<file path="src/rtl/fifo_wr_arbiter_if.sv">
// fifo_wr_arbiter_if: requester handshake bundle plus the shared sfifo write port.
// The master modport is the arbiter's view; the slave modport is the requesters/FIFO side.
interface fifo_wr_arbiter_if #(
    parameter int unsigned LGNIN = 2,
    parameter int unsigned BW    = 8
);
    localparam int unsigned NIN = 1 << LGNIN;

    logic [NIN-1:0]       i_valid;
    logic [NIN*BW-1:0]    i_data;
    logic [NIN-1:0]       o_ready;
    logic                 o_fifo_wr;
    logic [BW+LGNIN-1:0]  o_fifo_data;
    logic                 i_fifo_full;
    logic [NIN-1:0]       o_grant;
    logic                 o_busy;

    modport master (
        input  i_valid, i_data, i_fifo_full,
        output o_ready, o_fifo_wr, o_fifo_data, o_grant, o_busy
    );

    modport slave (
        output i_valid, i_data, i_fifo_full,
        input  o_ready, o_fifo_wr, o_fifo_data, o_grant, o_busy
    );
endinterface

</file>
<file path="src/rtl/fifo_wr_arbiter.sv">
// fifo_wr_arbiter: round-robin arbiter sharing one sfifo write port among NIN requesters.
// Each word written is tagged {grant index, payload}; nothing is written while the FIFO is full.
// Optional feature macro: FIFOARB_BURST_LOCK_EN keeps a grant for up to 1<<LGBURST words;
// without it every transfer releases the grant and requesters interleave word by word.
module fifo_wr_arbiter #(
    parameter int unsigned LGNIN   = 2,
    parameter int unsigned BW      = 8,
    parameter int unsigned LGBURST = 3
) (
    input  logic              i_clk,
    input  logic              i_reset,
    fifo_wr_arbiter_if.master bus
);
    localparam int unsigned NIN = 1 << LGNIN;

    typedef enum logic {
        IDLE  = 1'b0,
        GRANT = 1'b1
    } state_e;

    state_e             state_q, state_d;
    logic [LGNIN-1:0]   grant_idx_q, grant_idx_d;
    logic [LGNIN-1:0]   rr_ptr_q, rr_ptr_d;
    logic [NIN-1:0]     grant_q, grant_d;
    logic               busy_q, busy_d;

    logic [LGNIN-1:0]   arb_ptr;
    logic [LGNIN-1:0]   win_idx;
    logic               win_any;
    logic               sel_valid;
    logic [BW-1:0]      sel_data;
    logic               xfer;
    logic               last_beat;
    logic               release_gnt;

`ifdef FIFOARB_BURST_LOCK_EN
    localparam int unsigned MAXBURST = 1 << LGBURST;
    logic [LGBURST-1:0] beat_cnt_q, beat_cnt_d;
`else
    // LGBURST only sizes the beat counter, which exists only when burst locking is built.
    if (LGBURST == 0) begin : g_lgburst_unused
    end
`endif

    // Scan start: rr_ptr when idle, the slot after the current owner when releasing.
    always_comb begin
        arb_ptr = (state_q == GRANT) ? (grant_idx_q + LGNIN'(1)) : rr_ptr_q;
    end

    // First valid requester at or after arb_ptr, wrapping modulo NIN.
    always_comb begin
        logic [LGNIN-1:0] cand;
        win_any = 1'b0;
        win_idx = arb_ptr;
        cand    = arb_ptr;
        for (int unsigned off = NIN; off > 0; off--) begin
            cand = arb_ptr + LGNIN'(off - 1);
            if (bus.i_valid[cand]) begin
                win_any = 1'b1;
                win_idx = cand;
            end
        end
    end

    // Select the owner's valid and payload.
    always_comb begin
        sel_valid = 1'b0;
        sel_data  = '0;
        for (int unsigned k = 0; k < NIN; k++) begin
            if (grant_idx_q == LGNIN'(k)) begin
                sel_valid = bus.i_valid[k];
                sel_data  = bus.i_data[k*BW +: BW];
            end
        end
    end

    // Transfer and release qualification.
    always_comb begin
        xfer        = busy_q && sel_valid && !bus.i_fifo_full;
`ifdef FIFOARB_BURST_LOCK_EN
        last_beat   = (beat_cnt_q == LGBURST'(MAXBURST - 1));
`else
        last_beat   = 1'b1;
`endif
        release_gnt = busy_q && ((xfer && last_beat) || !sel_valid);
    end

    // Next-state: grant from IDLE, release/re-arbitrate from GRANT, count beats.
    always_comb begin
        state_d     = state_q;
        grant_idx_d = grant_idx_q;
        grant_d     = grant_q;
        busy_d      = busy_q;
        rr_ptr_d    = rr_ptr_q;
`ifdef FIFOARB_BURST_LOCK_EN
        beat_cnt_d  = beat_cnt_q;
`endif
        case (state_q)
            IDLE: begin
                if (win_any) begin
                    state_d     = GRANT;
                    grant_idx_d = win_idx;
                    grant_d     = NIN'(1) << win_idx;
                    busy_d      = 1'b1;
`ifdef FIFOARB_BURST_LOCK_EN
                    beat_cnt_d  = '0;
`endif
                end
            end
            GRANT: begin
                if (release_gnt) begin
                    rr_ptr_d = grant_idx_q + LGNIN'(1);
`ifdef FIFOARB_BURST_LOCK_EN
                    beat_cnt_d = '0;
`endif
                    if (win_any) begin
                        grant_idx_d = win_idx;
                        grant_d     = NIN'(1) << win_idx;
                    end else begin
                        state_d = IDLE;
                        grant_d = '0;
                        busy_d  = 1'b0;
                    end
                end else if (xfer) begin
`ifdef FIFOARB_BURST_LOCK_EN
                    beat_cnt_d = beat_cnt_q + LGBURST'(1);
`endif
                end
            end
            default: begin
                state_d = IDLE;
                grant_d = '0;
                busy_d  = 1'b0;
            end
        endcase
    end

    // State registers with asynchronous reset.
    always_ff @(posedge i_clk or posedge i_reset) begin
        if (i_reset) begin
            state_q     <= IDLE;
            grant_idx_q <= '0;
            grant_q     <= '0;
            busy_q      <= 1'b0;
            rr_ptr_q    <= '0;
`ifdef FIFOARB_BURST_LOCK_EN
            beat_cnt_q  <= '0;
`endif
        end else begin
            state_q     <= state_d;
            grant_idx_q <= grant_idx_d;
            grant_q     <= grant_d;
            busy_q      <= busy_d;
            rr_ptr_q    <= rr_ptr_d;
`ifdef FIFOARB_BURST_LOCK_EN
            beat_cnt_q  <= beat_cnt_d;
`endif
        end
    end

    assign bus.o_fifo_wr   = xfer;
    assign bus.o_ready     = bus.i_fifo_full ? '0 : grant_q;
    assign bus.o_fifo_data = {grant_idx_q, sel_data};
    assign bus.o_grant     = grant_q;
    assign bus.o_busy      = busy_q;

endmodule

</file>
<file path="src/flat_wrapper.sv">
// flat-port wrapper written by rule: the top's interface ports become plain ports
module fifo_wr_arbiter_flat 
#(
    parameter int unsigned LGNIN   = 2,
    parameter int unsigned BW      = 8,
    parameter int unsigned LGBURST = 3
)
  (i_clk, i_reset, bus_i_valid, bus_i_data, bus_i_fifo_full, bus_o_ready, bus_o_fifo_wr, bus_o_fifo_data, bus_o_grant, bus_o_busy);
  fifo_wr_arbiter_if #(.LGNIN(LGNIN), .BW(BW)) bus_i ();
  input  logic i_clk;
  input  logic i_reset;
  input wire logic [$bits(bus_i.i_valid)-1:0] bus_i_valid;
  input wire logic [$bits(bus_i.i_data)-1:0] bus_i_data;
  input wire logic [$bits(bus_i.i_fifo_full)-1:0] bus_i_fifo_full;
  output wire logic [$bits(bus_i.o_ready)-1:0] bus_o_ready;
  output wire logic [$bits(bus_i.o_fifo_wr)-1:0] bus_o_fifo_wr;
  output wire logic [$bits(bus_i.o_fifo_data)-1:0] bus_o_fifo_data;
  output wire logic [$bits(bus_i.o_grant)-1:0] bus_o_grant;
  output wire logic [$bits(bus_i.o_busy)-1:0] bus_o_busy;
  assign bus_i.i_valid = bus_i_valid;
  assign bus_i.i_data = bus_i_data;
  assign bus_i.i_fifo_full = bus_i_fifo_full;
  assign bus_o_ready = bus_i.o_ready;
  assign bus_o_fifo_wr = bus_i.o_fifo_wr;
  assign bus_o_fifo_data = bus_i.o_fifo_data;
  assign bus_o_grant = bus_i.o_grant;
  assign bus_o_busy = bus_i.o_busy;
  fifo_wr_arbiter #(.LGNIN(LGNIN), .BW(BW), .LGBURST(LGBURST)) u_core (.i_clk(i_clk), .i_reset(i_reset), .bus(bus_i));
endmodule
</file>
<file path="config.mk">
export PLATFORM = sky130hd
export DESIGN_NAME = fifo_wr_arbiter_flat
export DESIGN_NICKNAME = d
export VERILOG_FILES = /design/src/rtl/fifo_wr_arbiter_if.sv /design/src/rtl/fifo_wr_arbiter.sv /design/src/flat_wrapper.sv
export SDC_FILE = /design/constraint.sdc
export NUM_CORES = 1
export LEC_CHECK = 0
export CAP_MARGIN = 15
export CORE_ASPECT_RATIO = 0.7
export CORE_MARGIN = 2
export CORE_UTILIZATION = 40
export DETAILED_ROUTE_END_ITERATION = 8
export HOLD_SLACK_MARGIN = 0.15
export PLACE_DENSITY_LB_ADDON = 0.2
export SETUP_SLACK_MARGIN = 0.5
export SYNTH_ARGS = -nofsm -noshare
export SYNTH_HDL_FRONTEND = slang
export SYNTH_SLANG_ARGS = --single-unit
export TNS_END_PERCENT = 1
</file>
<file path="constraint.sdc">
create_clock -name i_clk -period 3.5 [get_ports i_clk]
set_clock_uncertainty 0.05 [all_clocks]
set_input_delay 0.525 -clock i_clk [delete_from_list [all_inputs] [get_ports i_clk]]
set_output_delay 0.525 -clock i_clk [all_outputs]
set_load 0.005 [all_outputs]
</file>
==> run summary <==
The flow ran to the end, and the final reports show no timing, DRC or antenna violations. The largest voltage drop on the vdd net came out at 0.612 mV. The overall via count from detail_route came out at around 1200. The transition time at the pin with the least slew margin is 585 ps. The die span in x is 62.9 um. The combinational group share of total power is between 70 and 80%. The gate count of the mapped netlist is approximately 120. The floorplan step defined a die boundary enclosing between 0.002 and 0.003 mm2.

The net switching power is 616 uW. The count of endpoints failing setup in the final report is 0. The clock latency of the later-clocked register in the worst-skew pair is between 200 and 300 ps.

The core area came out at about 0.0022 mm2. The post-route clock period utilization came out at between 80 and 90%. The first-pass GRT wire length came out at a little under 5000 um.

The average wire length per cell after detail routing came out at 16.7 um. The fraction of layout cells with a size suffix above 1 came out at between 10% and 20%. Data on the critical path is required at its endpoint by 2920 ps.

The simple-gate area share of the yosys netlist is between 20 and 25%. After Yosys synthesis, full adders, half adders and majority gates account for between 5 and 6% of the synthesized area. The number of warnings reported in the yosys synthesis log came out at 0.

The number of nets in the synthesized netlist came out at roughly 160. The nature of the critical path endpoint is a primary output. Once placement finished, the instance area stood at 0.00157 mm2.

The count of unresolved DRC violations after routing is 0. The internal power of the cells totals 829 uW. The fraction of the mapped netlist area in compound gates is 36.2%.

The maximum number of pins on one net before global-route repair came out at 20. The largest stage delay on the critical path came out at ~530 ps. On the critical path, the stage with the largest delay is an instance of clkdlybuf4s50_1. The global routing usage summed across all routing layers came out at a little under a quarter. The CTS H-tree depth came out at 1. The estimated wirelength of the detail-placed design is 2640 um.

The share of the yosys chip area belonging to registers is between 20% and 30%. The post-synthesis cell type count is 38. Yosys attributes the largest share of cell area to dfrtp_1, a21oi_1, a22oi_1. The area growth from synthesis to layout is 76.0%. The number of sinks on the clock net is 10.

The cell area after layout came out at 0.00171 mm2. The normalized max-slew margin came out at about three fifths. After synthesis the netlist holds a flip-flop and latch count of 10. The final count of pins violating max slew is 0.

The number of nets in the final layout came out at ~230. The upper clock frequency limit is 346 MHz. The final estimated routing congestion in global placement came out at between 0.9 and 1. Measured along the y axis, the die boundary spans 45.2 um.

Adding up every negative setup slack in the final design gives 0 ps. The critical path arrival came out at between 2000 and 2500 ps. The total power is roughly 1400 uW.

The proportion of register bits with asynchronous set or reset after synthesis came out at 100%. The largest family of logic cells by synthesized area is compound AO/OA/AOI/OAI gates. The total leakage power is 0.000718 uW.

The deepest clock path buffer count came out at 2. The fraction of synthesized area in multiplexers is 5.93%. STA classifies the critical path startpoint as a flip-flop. The post-place setup slack is roughly 470 ps. The signal on the critical path passes through inv_2 -> ha_4 -> buf_4 -> nor2b_4 -> a22oi_1 -> nor2_1 -> a21oi_1 -> o21ai_1 -> clkdlybuf4s50_1. The number of primary I/O pins is between 50 and 60.

The number of antenna violations at the first check in global routing is 0. Setup repair after global routing left no endpoint under its margin. The most used flip-flop cell after synthesis is dfrtp_1. For this run, the share of the core covered by cells in the final layout is between 70% and 80%. The CTS buffer count came out at 3. The final hold violation count came to 0.

The number of cell rows is 14. The via count of the first global-routing pass is ~1000. The final critical-path required period is between 2000 and 3000 ps. In the routed layout, each cell is associated on average with a via count of 5.53. The sequential power share is between 10% and 20%. The register clock-pin slew on the reported worst setup and hold paths came out at 70 ps. The area share of the largest cell type after synthesis is between 20% and 30%. The area of the mapped netlist is roughly 970 um2. The clock share of power is ~7.5%. The first routing iteration left between 40 and 50 violations. In this run the power density over the cells is 845 mW/mm2. The routed design has 3590 um of wire. The critical setup path kind is reg2out.

In this run, synthesis inferred 0 flip-flops with an integrated enable. The number of hold buffers added after CTS was 0. The initial cell density of the core came out at around 44%. The number of iterations in the first detailed-routing pass is 4. The number of max-capacitance violations reported came out at 0. The clock tree root driver cell is clkbuf_4. The synthesized area divided by synthesized cell count came out at 8.23 um2. The antenna violation net count after detailed routing came out at 0. The cell accounting for the most synthesized area is dfrtp_1. The xor/xnor cell area share of the yosys netlist came out at 0%.

TritonCTS built the clock tree. Net switching is around 43% of the power. The path class of the tightest hold or removal check is reg2reg. After layout, the worst setup slack is 610 ps.

The worst-path maximum fanout came out at 8. Port buffering added 58 buffers. The total overflow left after global routing is 0.

The antenna diode count came out at 0.
final cells by class:
class	instances	area, um2
sequential	10	251
fill	159	515
tap	32	40.0
clock buffer	4	36.3
timing repair buffer	67	658
inverter	6	22.5
multi-input combinational	96	701
power by group through the flow:
stage	Combinational (uW)	Clock, uW	Sequential (uW)
3_3_place_gp	952	0	209
4_1_cts	992	106	212
5_1_grt	1200	117	223
2_1_floorplan	578	0	207
3_5_place_dp	987	0	214
6_report	1120	108	220
layout by cell type, fill, tap and decap left out, types with 4 or more instances in the layout:
cell             Yosys  routed
buf_4                0       9
dfrtp_1             10       9
o21ai_1              8       8
o2bb2ai_1            4       4
dlymetal6s2s_1       0       4
a21oi_1             15      15
a22oi_1              7       7
clkdlybuf4s50_1      0      54
nand2_1             11      11
nor2_1              10      10
nor2b_1              6       5
cell usage after synthesis (2+ instances only):
master and count:
a21oi_1 15, nand2_1 11, dfrtp_1 10, nor2_1 10
o21ai_1 8, a22oi_1 7, nor2b_1 6, inv_1 5
clkbuf_1 4, ha_1 4, o2bb2ai_1 4, nand2b_1 3
mux2_1 2, mux2i_1 2, nand3_1 2, nand3b_1 2
o21ai_0 2
critical path, delay by kind of cell, from the launching register on:
family / cells / cell delay [ps]
adder cells (fa/ha/maj): 1 / 200
AND/OR/NAND/NOR: 2 / 320
buffers and inverters: 3 / 750
AO/OA/AOI/OAI: 3 / 350
flip-flops: 1 / 420
worst paths after layout:
kind                                                    from                                 to  slack (ps)  depth (start not counted)
max                        u_core.grant_idx_q[1]$_DFFE_PP0P_                 bus_o_fifo_data[5]         610                          9
min                        u_core.bus.o_grant[2]$_DFFE_PP0P_  u_core.bus.o_grant[2]$_DFFE_PP0P_         460                          1
max reg2reg                u_core.grant_idx_q[0]$_DFFE_PP0P_  u_core.bus.o_grant[3]$_DFFE_PP0P_        1300                          7
min reg2reg                u_core.bus.o_grant[2]$_DFFE_PP0P_  u_core.bus.o_grant[2]$_DFFE_PP0P_         460                          1
max in group asynchronous                            i_reset  u_core.grant_idx_q[0]$_DFFE_PP0P_        2630                          2
min in group asynchronous                            i_reset  u_core.bus.o_grant[2]$_DFFE_PP0P_         470                          2
cells by family (layout without fill, tap and decap cells):
kind of cell / Yosys count / count (layout)
fa+ha+maj: 4 / 4
buf+inv: 12 / 77
mux: 5 / 5
flops: 10 / 10
compound gates: 46 / 46
simple gates: 41 / 41
per-layer routing:
layer / track usage, % / routed length, um / vias to the layer above
met1: 29.9 / 1490 / 560
met4: 5.33 / 51 / 0
met3: 7.23 / 226 / 8
met2: 37.4 / 1820 / 56
met5: 0 / 0 / -
li1: - / - / 565
sequential cells by signal, summed over array words and instances (netlist names):
register            flops
u_core.bus.o_grant      4
u_core.rr_ptr_q         2
u_core.state_q          1
u_core.bus.o_busy       1
u_core.grant_idx_q      2
through the flow:
step	hold WS, ps	instances
finish	460	215
global route	482	215
CTS	465	207
detailed placement	446	203
global placement	441	203
floorplan	315	118
repair_timing:
action | in CTS | in global routing
buffers inserted | 0 | 8
gates resized for setup | 0 | 14
pin swaps | 0 | 2
setup endpoints to repair | 8 | 8
Note: power is estimated with default switching activity, not from simulation.
